## config.mk

```make
export PLATFORM = sky130hd
export DESIGN_NAME = exc_int_sequencer_flat
export DESIGN_NICKNAME = d
export VERILOG_FILES = /design/src/rtl/exc_int_sequencer_if.sv /design/src/rtl/exc_int_sequencer.sv /design/src/flat_wrapper.sv
export SDC_FILE = /design/constraint.sdc
export NUM_CORES = 1
export LEC_CHECK = 0
export CAP_MARGIN = 25
export CELL_PAD_IN_SITES_DETAIL_PLACEMENT = 1
export CELL_PAD_IN_SITES_GLOBAL_PLACEMENT = 1
export CORE_MARGIN = 2
export CORE_UTILIZATION = 26
export CTS_BUF_LIST = sky130_fd_sc_hd__clkbuf_2 sky130_fd_sc_hd__clkbuf_4 sky130_fd_sc_hd__clkbuf_8
export CTS_CLUSTER_DIAMETER = 100
export DETAILED_ROUTE_END_ITERATION = 7
export PLACE_DENSITY = 0.89
export SLEW_MARGIN = 20
export SYNTH_ARGS = -nofsm -noshare
export SYNTH_HDL_FRONTEND = slang
export SYNTH_SLANG_ARGS = --single-unit
```

## constraint.sdc

```tcl
create_clock -name clk -period 2.7 [get_ports clk]
set_input_delay 0.405 -clock clk [delete_from_list [all_inputs] [get_ports clk]]
set_output_delay 0.405 -clock clk [all_outputs]
set_load 0.1 [all_outputs]
```

## src/rtl/exc_int_sequencer_if.sv

```systemverilog
// Bundles the M-stage, CP0 and IFU signals seen by exc_int_sequencer.
// The master side is the pipeline/CP0; the slave side is the sequencer.
`timescale 1ns/1ps
interface exc_int_sequencer_if;
  logic [5:0]  hw_int;
  logic [5:0]  im;
  logic        ie;
  logic        exl;
  logic        m_valid;
  logic [31:0] m_pc;
  logic        m_bd;
  logic        m_exc;
  logic [4:0]  m_exccode;
  logic        m_eret;
  logic [31:0] epc;
  logic [5:0]  ip_pending;
  logic        flush;
  logic        cp0_enter;
  logic [4:0]  cp0_exccode;
  logic [31:0] cp0_epc;
  logic        cp0_bd;
  logic        cp0_exl_clr;
  logic        pc_redirect;
  logic [31:0] redirect_pc;
  logic        busy;

  modport master (
    output hw_int, im, ie, exl, m_valid, m_pc, m_bd, m_exc, m_exccode, m_eret, epc,
    input  ip_pending, flush, cp0_enter, cp0_exccode, cp0_epc, cp0_bd, cp0_exl_clr,
           pc_redirect, redirect_pc, busy
  );

  modport slave (
    input  hw_int, im, ie, exl, m_valid, m_pc, m_bd, m_exc, m_exccode, m_eret, epc,
    output ip_pending, flush, cp0_enter, cp0_exccode, cp0_epc, cp0_bd, cp0_exl_clr,
           pc_redirect, redirect_pc, busy
  );
endinterface

```

## src/rtl/exc_int_sequencer.sv

```systemverilog
// Exception/interrupt entry and ERET exit sequencer for the M stage and CP0.
// Optional macro IRQ_SYNC_EN adds a 2-flop synchroniser on hw_int (2-cycle sample latency).
`timescale 1ns/1ps
module exc_int_sequencer #(
  parameter logic [31:0] HANDLER_PC   = 32'h0000_4180,
  parameter int unsigned DRAIN_CYCLES = 2
) (
  input logic             clk,
  input logic             reset,
  exc_int_sequencer_if.slave bus
);

  typedef enum logic [1:0] {
    ST_IDLE,
    ST_ENTER,
    ST_DRAIN,
    ST_ERET
  } state_e;

  localparam logic [3:0] DRAIN_INIT = 4'(DRAIN_CYCLES);

  state_e      state_q, state_d;
  logic [3:0]  cnt_q, cnt_d;
  logic [4:0]  code_q, code_d;
  logic [31:0] epc_q, epc_d;
  logic        bd_q, bd_d;
  logic [5:0]  ip_q;

  logic        int_ok, exc_ok, eret_ok;
  logic [31:0] pc_aligned, epc_calc;

  logic        flush_c, enter_c, exl_clr_c, redirect_c;
  logic [31:0] redirect_pc_c;

`ifdef IRQ_SYNC_EN
  logic [5:0] sync_q;

  always_ff @(posedge clk) begin
    if (reset) begin
      sync_q <= '0;
      ip_q   <= '0;
    end else begin
      sync_q <= bus.hw_int;
      ip_q   <= sync_q;
    end
  end
`else
  always_ff @(posedge clk) begin
    if (reset) begin
      ip_q <= '0;
    end else begin
      ip_q <= bus.hw_int;
    end
  end
`endif

  assign int_ok  = (|(ip_q & bus.im)) & bus.ie & ~bus.exl & bus.m_valid;
  assign exc_ok  = bus.m_exc & bus.m_valid;
  assign eret_ok = bus.m_eret & bus.m_valid;

  // A delay-slot instruction restarts at its branch, one word earlier.
  assign pc_aligned = bus.m_pc & ~32'd3;
  assign epc_calc   = bus.m_bd ? (pc_aligned - 32'd4) : pc_aligned;

  always_comb begin
    state_d       = state_q;
    cnt_d         = cnt_q;
    code_d        = code_q;
    epc_d         = epc_q;
    bd_d          = bd_q;
    flush_c       = 1'b0;
    enter_c       = 1'b0;
    exl_clr_c     = 1'b0;
    redirect_c    = 1'b0;
    redirect_pc_c = '0;

    case (state_q)
      ST_IDLE: begin
        // Interrupt outranks a same-cycle exception; the killed instruction re-executes.
        if (!reset) begin
          if (int_ok) begin
            flush_c = 1'b1;
            state_d = ST_ENTER;
            code_d  = 5'd0;
            bd_d    = bus.m_bd;
            epc_d   = epc_calc;
          end else if (exc_ok) begin
            flush_c = 1'b1;
            state_d = ST_ENTER;
            code_d  = bus.m_exccode;
            bd_d    = bus.m_bd;
            epc_d   = epc_calc;
          end else if (eret_ok) begin
            flush_c = 1'b1;
            state_d = ST_ERET;
          end
        end
      end
      ST_ENTER: begin
        enter_c       = 1'b1;
        redirect_c    = 1'b1;
        redirect_pc_c = HANDLER_PC;
        flush_c       = 1'b1;
        state_d       = ST_DRAIN;
        cnt_d         = DRAIN_INIT;
      end
      ST_DRAIN: begin
        flush_c = 1'b1;
        if (cnt_q <= 4'd1) begin
          cnt_d   = 4'd0;
          state_d = ST_IDLE;
        end else begin
          cnt_d = cnt_q - 4'd1;
        end
      end
      ST_ERET: begin
        exl_clr_c     = 1'b1;
        redirect_c    = 1'b1;
        redirect_pc_c = bus.epc;
        flush_c       = 1'b1;
        state_d       = ST_IDLE;
      end
      default: begin
        state_d = ST_IDLE;
      end
    endcase
  end

  always_ff @(posedge clk) begin
    if (reset) begin
      state_q <= ST_IDLE;
      cnt_q   <= '0;
      code_q  <= '0;
      epc_q   <= '0;
      bd_q    <= 1'b0;
    end else begin
      state_q <= state_d;
      cnt_q   <= cnt_d;
      code_q  <= code_d;
      epc_q   <= epc_d;
      bd_q    <= bd_d;
    end
  end

  assign bus.ip_pending  = ip_q;
  assign bus.flush       = flush_c;
  assign bus.cp0_enter   = enter_c;
  assign bus.cp0_exccode = code_q;
  assign bus.cp0_epc     = epc_q;
  assign bus.cp0_bd      = bd_q;
  assign bus.cp0_exl_clr = exl_clr_c;
  assign bus.pc_redirect = redirect_c;
  assign bus.redirect_pc = redirect_pc_c;
  assign bus.busy        = (state_q != ST_IDLE);

endmodule

```

## src/flat_wrapper.sv

```systemverilog
// flat-port wrapper written by rule: the top's interface ports become plain ports
module exc_int_sequencer_flat 
#(
  parameter logic [31:0] HANDLER_PC   = 32'h0000_4180,
  parameter int unsigned DRAIN_CYCLES = 2
)
  (clk, reset, bus_hw_int, bus_im, bus_ie, bus_exl, bus_m_valid, bus_m_pc, bus_m_bd, bus_m_exc, bus_m_exccode, bus_m_eret, bus_epc, bus_ip_pending, bus_flush, bus_cp0_enter, bus_cp0_exccode, bus_cp0_epc, bus_cp0_bd, bus_cp0_exl_clr, bus_pc_redirect, bus_redirect_pc, bus_busy);
  exc_int_sequencer_if bus_i ();
  input logic clk;
  input logic reset;
  input wire logic [$bits(bus_i.hw_int)-1:0] bus_hw_int;
  input wire logic [$bits(bus_i.im)-1:0] bus_im;
  input wire logic [$bits(bus_i.ie)-1:0] bus_ie;
  input wire logic [$bits(bus_i.exl)-1:0] bus_exl;
  input wire logic [$bits(bus_i.m_valid)-1:0] bus_m_valid;
  input wire logic [$bits(bus_i.m_pc)-1:0] bus_m_pc;
  input wire logic [$bits(bus_i.m_bd)-1:0] bus_m_bd;
  input wire logic [$bits(bus_i.m_exc)-1:0] bus_m_exc;
  input wire logic [$bits(bus_i.m_exccode)-1:0] bus_m_exccode;
  input wire logic [$bits(bus_i.m_eret)-1:0] bus_m_eret;
  input wire logic [$bits(bus_i.epc)-1:0] bus_epc;
  output wire logic [$bits(bus_i.ip_pending)-1:0] bus_ip_pending;
  output wire logic [$bits(bus_i.flush)-1:0] bus_flush;
  output wire logic [$bits(bus_i.cp0_enter)-1:0] bus_cp0_enter;
  output wire logic [$bits(bus_i.cp0_exccode)-1:0] bus_cp0_exccode;
  output wire logic [$bits(bus_i.cp0_epc)-1:0] bus_cp0_epc;
  output wire logic [$bits(bus_i.cp0_bd)-1:0] bus_cp0_bd;
  output wire logic [$bits(bus_i.cp0_exl_clr)-1:0] bus_cp0_exl_clr;
  output wire logic [$bits(bus_i.pc_redirect)-1:0] bus_pc_redirect;
  output wire logic [$bits(bus_i.redirect_pc)-1:0] bus_redirect_pc;
  output wire logic [$bits(bus_i.busy)-1:0] bus_busy;
  assign bus_i.hw_int = bus_hw_int;
  assign bus_i.im = bus_im;
  assign bus_i.ie = bus_ie;
  assign bus_i.exl = bus_exl;
  assign bus_i.m_valid = bus_m_valid;
  assign bus_i.m_pc = bus_m_pc;
  assign bus_i.m_bd = bus_m_bd;
  assign bus_i.m_exc = bus_m_exc;
  assign bus_i.m_exccode = bus_m_exccode;
  assign bus_i.m_eret = bus_m_eret;
  assign bus_i.epc = bus_epc;
  assign bus_ip_pending = bus_i.ip_pending;
  assign bus_flush = bus_i.flush;
  assign bus_cp0_enter = bus_i.cp0_enter;
  assign bus_cp0_exccode = bus_i.cp0_exccode;
  assign bus_cp0_epc = bus_i.cp0_epc;
  assign bus_cp0_bd = bus_i.cp0_bd;
  assign bus_cp0_exl_clr = bus_i.cp0_exl_clr;
  assign bus_pc_redirect = bus_i.pc_redirect;
  assign bus_redirect_pc = bus_i.redirect_pc;
  assign bus_busy = bus_i.busy;
  exc_int_sequencer #(.HANDLER_PC(HANDLER_PC), .DRAIN_CYCLES(DRAIN_CYCLES)) u_core (.clk(clk), .reset(reset), .bus(bus_i));
endmodule
```

-- Word level (Yosys, flattened, before mapping)
Cells that the tools add are included.
- multiplexer cells: 23
- $add $sub $neg: 2
- equality and inequality tests: 5
- reduce and logical (&&, ||, !) cells: 9
- bitwise operators: 7
- $lt $le $gt $ge: 1
- operator list (kind ; count):
    two-way mux 32 bit ; 3
    case mux 32 bit (2 select lines) ; 1
    subtractor 32 x 3 -> 32 bit, second input constant ; 1
    two-way mux 5 bit ; 2
    two-way mux 1 bit ; 9
    two-way mux 2 bit ; 4
    case mux 2 bit (4 select lines) ; 1
    case mux 4 bit (2 select lines) ; 1
    bitwise AND 6 bit ; 1
    nonzero test 2 bit ; 3
    OR reduction 6 bit ; 1
    bitwise AND 1 bit ; 5
    equality test 2 bit, second input constant ; 2
    less-or-equal comparator 4 x 1 -> 1 bit, second input constant ; 1
    two-way mux 4 bit ; 1
    != test 4 x 1 -> 1 bit, second input constant ; 1
    AND reduction 2 bit ; 2
    subtractor 4 x 1 -> 4 bit, second input constant ; 1
    OR reduction 3 bit ; 1
    equality test 2 x 1 -> 1 bit, second input constant ; 1
    logical NOT 2 bit ; 1
    != test 2 x 1 -> 1 bit, second input constant ; 1
    case mux 1 bit (2 select lines) ; 1
    OR reduction 2 bit ; 1
    inverter 1 bit ; 1
- output and inout port bits: 81
- register bits: 50
- word-level logic and storage cells: 53

-- Longest topological paths before layout
Gate-level depths: netlist of the first run.
- word-level depth: 8
- gate-level depth with buffers: 7
- gate-level depth less buffers: 7

-- Worst setup path before layout of the first run
OpenSTA, ideal clock, no wires.
- path kind: register -> output
- from: reg u_core.ip_q[0] (netlist: u_core.bus.ip_pending[0])
- to: out bus_flush
- arrival: 3.655 ns
- setup slack: -1.360 ns
- stages on the path, launching flop included: 5
- path buffers: 0
- path through: dfxtp_1 a22oi_1 a31oi_1 nor2b_1 o21ai_0
- cells in the longest elaborated chain, start to end: 8
- ends and longest elaborated chain (item ; RTL line ; source):
    from (decl) ; exc_int_sequencer.sv:27 ; logic [5:0] ip_q;
    from (signal assigned) ; exc_int_sequencer.sv:52 ; ip_q <= bus.hw_int;
    bitwise AND 6 bit ; exc_int_sequencer.sv:57 ; assign int_ok = (|(ip_q & bus.im)) & bus.ie & ~bus.exl & bus.m_valid;
    OR reduction 6 bit ; exc_int_sequencer.sv:57 ;
    bitwise AND 1 bit (3 in a row) ; exc_int_sequencer.sv:57 ;
    two-way mux 1 bit ; exc_int_sequencer.sv:81 ; if (int_ok) begin
    two-way mux 1 bit ; exc_int_sequencer.sv:80 ; if (!reset) begin
    case mux 1 bit (2 select lines) ; exc_int_sequencer.sv:77 ; case (state_q)
    to (decl) ; flat_wrapper.sv:23 ; output wire logic [$bits(bus_i.flush)-1:0] bus_flush;
No other way between the ends.

-- Final worst setup path of the first run
- from: in bus_m_pc[26]
- to: reg u_core.epc_q[31] (netlist: u_core.bus.cp0_epc[31])
- cells in the longest elaborated chain, start to end: 4
- ends and longest elaborated chain (item ; RTL line ; source):
    from (decl) ; flat_wrapper.sv:16 ; input wire logic [$bits(bus_i.m_pc)-1:0] bus_m_pc;
    subtractor 32 x 3 -> 32 bit * ; exc_int_sequencer.sv:63 ; assign epc_calc = bus.m_bd ? (pc_aligned - 32'd4) : pc_aligned;
    two-way mux 32 bit * ; exc_int_sequencer.sv:63 ;
    two-way mux 32 bit ; exc_int_sequencer.sv:87 ; end else if (exc_ok) begin
    two-way mux 32 bit * ; exc_int_sequencer.sv:81 ;
    to (signal assigned) ; exc_int_sequencer.sv:140 ; epc_q <= epc_d;
    to (decl) ; exc_int_sequencer.sv:25 ; logic [31:0] epc_q, epc_d;
Every way passes the cells marked *; elsewhere a longest branch is shown, timed or not. The select of a mux whose other input is x is not followed.
A chain may end at the register's enable or synchronous reset.

==> run summary, run 1 <==
hold_buf cts: 0
DIE WIDTH: 105 um
worst reg2reg path startpoint: u_core.bus.ip_pending[0]
Worst EP required: 2.93 ns
final core occ: 47.7%
CP cell instances: clkdlybuf4s50_1 > or4_4 > or4_1 > nor4_2 > xnor2_1 > a211oi_2
layout cells sized above 1: 24.0%
Antenna Nets Post-Route: 0
post-route design area: 4840 um^2
filler-free cell count of the finished design: 619
die outline area: 11100 um^2
total congestion overflow: 0
most common cell after layout, fill and taps aside: clkdlybuf4s50_1
post-synth cell types: 46
WL/cell: 16.2 um
worst slew margin relative to its limit: 60.4%
skew final: 0.0117 ns
DR pass1 iterations: 4
Crit. End Element: flop
Synth Flop Type: dfxtp_1
setup slack after layout: 0.349 ns
max_cap viols: 0
last element of the critical path: u_core.bus.cp0_epc[31]
period utilization: 87.1%
Die Height: 105 um
area leader, netlist: dfxtp_1
post-CTS setup buffer count: 0
Layout area overhead: 81.2%
share of the synthesized area in the top cell type: 36.0%
Async SR Flop Fraction: 0%
Filler cells: 1167
cell area after placement: 4740 um^2
Internal Power: 0.00187 W
placed cell count: 611
Clock Pin Slew Worst Setup and Hold Paths: 0.09 ns
sequential-to-total area share from yosys stat: 36.0%
H-tree levels: 2
CTS tree: built
GRT Total Usage: 18.2%
f_max: 425 MHz
DP HPWL: 8500 um
wirelength, routed: 10000 um
area of the multi-input gates: 1600 um^2
largest net degree at the start of global routing: 36
Worst EP arrival: 2.58 ns
Post-synth EDFFs: 0
CP bufs+invs: 1
most frequent cells in the layout: 85 x clkdlybuf4s50_1, 55 x buf_4, 49 x nor2_1, 48 x dfxtp_1, 35 x buf_12
Rows: 37
clk sinks: 48
vias: 2919
peak supply drop: 497 uV
Final setup viols: 0
CP top delay family: simple AND/OR/NAND/NOR gates
Power Dens Cells: 871 nW/um^2
Tmin final: 2.35 ns
CP peak stage delay: 0.59 ns
Antenna Cells: 0
cts bufs inserted: 5
drt first-iter violations: 50
I/O pins: 170
crit-path max FO: 5
Crit path depth: 6
FF-to-FF End: u_core.bus.cp0_epc[25]
Crit. Startpoint: bus_m_pc[26]
dpl ws: 0.0365 ns
clock network power share: 11.1%
global-route wire length before repair: 16300 um
Reg area: 961 um^2
Max Root-Sink Buffers: 2
CP startpoint kind: input pin
crit path kind: in2reg
Clk Latency, worst-skew pair: 0.31 ns
synth top area cells: dfxtp_1 36%, nor2_1 6.9%, and2_1 6.8%
Initial Util: 26.3%
Total Neg Setup Slack: 0 ns
worst slew pin tran: 0.590 ns
Post-Syn Area per Cell: 8.45 um^2
clock root buffer: clkbuf_8
r2r worst-path depth: 6
NetSw: 0.00234 W
worst reg2reg setup slack: 0.90 ns
outcome: completed
Final Wtd Congestion: 0.797
DRC Markers: 0
initial antenna violation count: 0
fin nets: 579
post-detailed-route via-to-cell ratio: 4.72
min-delay worst type: reg2reg
Final Hold Fails: 0
final max-slew violation count: 0
Mapped Cells: 316
core area: 10100 um^2
Pleak: 1.87 nW
total number of yosys warnings: 0
Port Buffers: 165
cts repair resizes: 0
synthesis-stage register bit count: 48
vias in the first global route: 3225
sequential power share: 21.6%
Comb pwr share: 67.2%
sw frac: 55.6%
cell area after synthesis: 2670 um^2
crit path max-delay cell type: or4_4
RSZ-0062 raised after global routing: no
==> cell type report <==
cell class              count  area share, %
repair buffers            176           40.7
clock inverters             1          0.155
inverters                  11          0.853
multi-input cells         240           33.1
clock buffers               7           1.86
flip-flops and latches     48           19.9
well taps                 136           3.52
==> worst min path at each step <==
stage / from / to / cells after the start
after floorplan: u_core.cnt_q[1] / u_core.cnt_q[1] / 2
after global placement: u_core.bus.cp0_epc[3] / u_core.bus.cp0_epc[3] / 2
after detailed placement: u_core.bus.cp0_epc[3] / u_core.bus.cp0_epc[3] / 2
after CTS: u_core.bus.cp0_epc[3] / u_core.bus.cp0_epc[3] / 2
after global routing: u_core.bus.cp0_epc[3] / u_core.bus.cp0_epc[3] / 2
final: u_core.bus.cp0_epc[3] / u_core.bus.cp0_epc[3] / 2
==> tightest hold or removal path: cells and delay by family (launching register included) <==
| kind | cells | cell delay, ns |
|---|---|---|
| AOI/OAI and AO/OA | 1 | 0.05 |
| and+or+nand+nor | 1 | 0.05 |
| DFF | 1 | 0.32 |
==> flip-flops by register name, summed over array words and instances (netlist names) <==
name                    cells
u_core.bus.cp0_bd           1
u_core.bus.ip_pending       6
u_core.cnt_q                4
u_core.state_q              2
u_core.bus.cp0_exccode      5
u_core.bus.cp0_epc         30
==> power by group through the flow <==
stage               Clock, W  Sequential, W  Combinational [W]
floorplan                  0        0.00163            0.00126
global placement           0       0.000917            0.00279
detailed placement         0       0.000928            0.00286
CTS                 0.000484       0.000913            0.00286
global route        0.000510       0.000927            0.00296
finish              0.000469       0.000911            0.00283
==> stage by stage <==
stage               power (W)  hold WS, ns
finish                0.00421        0.459
global route          0.00439        0.511
CTS                   0.00426        0.463
detailed placement    0.00378        0.449
global placement      0.00370        0.447
floorplan             0.00289        0.486
==> synthesized netlist by cell type (all sizes together) (7+ instances only) <==
cell type,number
a211oi,27
nor3,12
xnor2,20
nor4,9
clkbuf,14
dfxtp,48
a22oi,8
nor2b,7
ha,8
and2,29
nor2,50
inv,11
nand2,17
==> logic make-up after synthesis <==
group           after synthesis  share of synthesized area [%]
simple gates                142                           29.2
compound gates               60                           17.0
flops                        48                           36.0
buf+inv                      29                           4.64
xor+xnor                     25                           8.20
fa+ha+maj                     8                           3.75
mux                           3                           1.12
other cells                   1                          0.140
==> routing by layer <==
metal  GRT usage (%)  vias up  routed length, um
met2            36.9       74               5710
met3            2.84       17                322
li1                -     1433                  -
met5               0        -                  0
met4            5.52        0                217
met1            18.8     1395               3760
Note: power is estimated with default switching activity, not from simulation.
==> run 2, diff against run 1 <==
--- a/config.mk
+++ b/config.mk
@@ -13,8 +13,9 @@
 export CTS_BUF_LIST = sky130_fd_sc_hd__clkbuf_2 sky130_fd_sc_hd__clkbuf_4 sky130_fd_sc_hd__clkbuf_8
 export CTS_CLUSTER_DIAMETER = 100
 export DETAILED_ROUTE_END_ITERATION = 7
-export PLACE_DENSITY = 0.89
+export PLACE_DENSITY_LB_ADDON = 0.1
 export SLEW_MARGIN = 20
 export SYNTH_ARGS = -nofsm -noshare
 export SYNTH_HDL_FRONTEND = slang
 export SYNTH_SLANG_ARGS = --single-unit
+export TNS_END_PERCENT = 30
==> run 2 against run 1 <==
Wire length is 6.8% lower. Worst setup slack worse by 0.035 ns. Cell count rose by 0.48%. Hold slack improved by 0.0087 ns. First-iteration DRC count up 42%. Die area unchanged. Largest power group unchanged. Clock power is 4% lower. Highest routed layer unchanged. Sequential share of layout area down 0.20 points. Global-route usage fell by 1.5 points. Power down 0.23%. Via count hardly changed.
==> run summary, run 2 (synthesis results as in run 1) <==
CP peak stage delay: 0.55 ns
Final setup viols: 0
RSZ-0062 raised after global routing: no
wirelength, routed: 9330 um
WL/cell: 15.0 um
vias: 2921
Power Dens Cells: 860 nW/um^2
max_cap viols: 0
Antenna Nets Post-Route: 0
hold_buf cts: 0
Port Buffers: 165
outcome: completed
Initial Util: 26.3%
worst slew margin relative to its limit: 56.1%
Final Wtd Congestion: 0.746
fin nets: 583
most common cell after layout, fill and taps aside: clkdlybuf4s50_1
final max-slew violation count: 0
layout cells sized above 1: 24.5%
max reg flops: 30
peak supply drop: 385 uV
most frequent cells in the layout: 85 x clkdlybuf4s50_1, 57 x buf_4, 49 x nor2_1, 48 x dfxtp_1, 37 x buf_12
post-detailed-route via-to-cell ratio: 4.70
Hold Path Origin: u_core.bus.cp0_epc[3]
dpl ws: -0.0124 ns
Layout area overhead: 83.0%
setup slack after layout: 0.314 ns
crit-path max FO: 9
min-delay worst type: reg2reg
f_max: 419 MHz
Antenna Cells: 0
crit path kind: in2reg
Pleak: 1.89 nW
DRC Markers: 0
Clk Latency, worst-skew pair: 0.30 ns
Clock Pin Slew Worst Setup and Hold Paths: 0.10 ns
post-CTS setup buffer count: 0
H-tree levels: 2
drt first-iter violations: 71
Crit. End Element: flop
skew final: 0.0144 ns
GRT Total Usage: 16.7%
DP HPWL: 7650 um
CP startpoint kind: input pin
Max Root-Sink Buffers: 2
core area: 10100 um^2
total congestion overflow: 0
CP cell instances: clkdlybuf4s50_1 > or4_4 > or4_4 > nor2_2 > a2111oi_0 > a311o_1
Die Height: 105 um
Tmin final: 2.39 ns
vias in the first global route: 2989
CP top delay family: simple AND/OR/NAND/NOR gates
Worst path most repeated cell: or4_4
worst reg2reg path startpoint: u_core.bus.ip_pending[0]
clock root buffer: clkbuf_8
CTS tree: built
cts bufs inserted: 5
Worst EP arrival: 2.58 ns
global-route wire length before repair: 15000 um
Filler cells: 1147
die outline area: 11100 um^2
period utilization: 88.4%
largest net degree at the start of global routing: 35
Final Hold Fails: 0
DR pass1 iterations: 3
Crit. Startpoint: bus_m_pc[19]
Worst EP required: 2.90 ns
crit path max-delay cell type: or4_4
final core occ: 48.2%
CP bufs+invs: 1
DIE WIDTH: 105 um
I/O pins: 170
initial antenna violation count: 0
Reg area: 961 um^2
clk sinks: 48
Rows: 37
area of the multi-input gates: 1600 um^2
worst slew pin tran: 0.653 ns
cts repair resizes: 0
[run 2: final timing paths]
kind,to,slack (ns),cells past startpoint
max,u_core.bus.cp0_epc[29],0.31,6
min,u_core.bus.cp0_epc[3],0.47,2
max reg2reg,u_core.bus.cp0_epc[10],0.77,6
min reg2reg,u_core.bus.cp0_epc[3],0.47,2
[run 2: power by group]
group	switching [W]	internal (W)
Clock	0.000246	0.000205
Combinational	0.00200	0.000846
Sequential	0.0000758	0.000832
[run 2: area by class of cell]
| class | instances | share of cell area, % |
|---|---|---|
| clock buffers | 6 | 1.69 |
| clock inverters | 1 | 0.179 |
| inverters | 11 | 0.844 |
| multi-input cells | 240 | 32.8 |
| flip-flops and latches | 48 | 19.7 |
| well taps | 136 | 3.48 |
| repair buffers | 180 | 41.4 |
[run 2: routing by layer]
metal	share of wire, %	routed length (um)	global-route usage (%)	vias up
met1	42	3940	19.9	1374
met4	0.63	59	3.43	0
met5	0	0	0	-
met3	5.9	546	3.71	4
met2	51	4780	30.4	97
li1	-	-	-	1446
[run 2: worst register-to-register path, stage by stage (launching register included)]
cell,delay [ns]
dfxtp_1,0.35
a22oi_1,0.13
a311oi_1,0.39
o211a_2,0.48
buf_12,0.19
nor2_1,0.05
a211oi_1,0.25
[run 2: through the flow]
stage          hold slack [ns]  instance area, um^2  total power [W]  setup TNS [ns]  instances
3_3_place_gp             0.449                 4800          0.00376               0        615
6_report                 0.468                 4890          0.00420               0        622
2_1_floorplan            0.486                 2690          0.00289               0        317
5_1_grt                  0.499                 4890          0.00440               0        622
4_1_cts                  0.471                 4890          0.00426               0        622
3_5_place_dp             0.458                 4800          0.00380         -0.0124        615
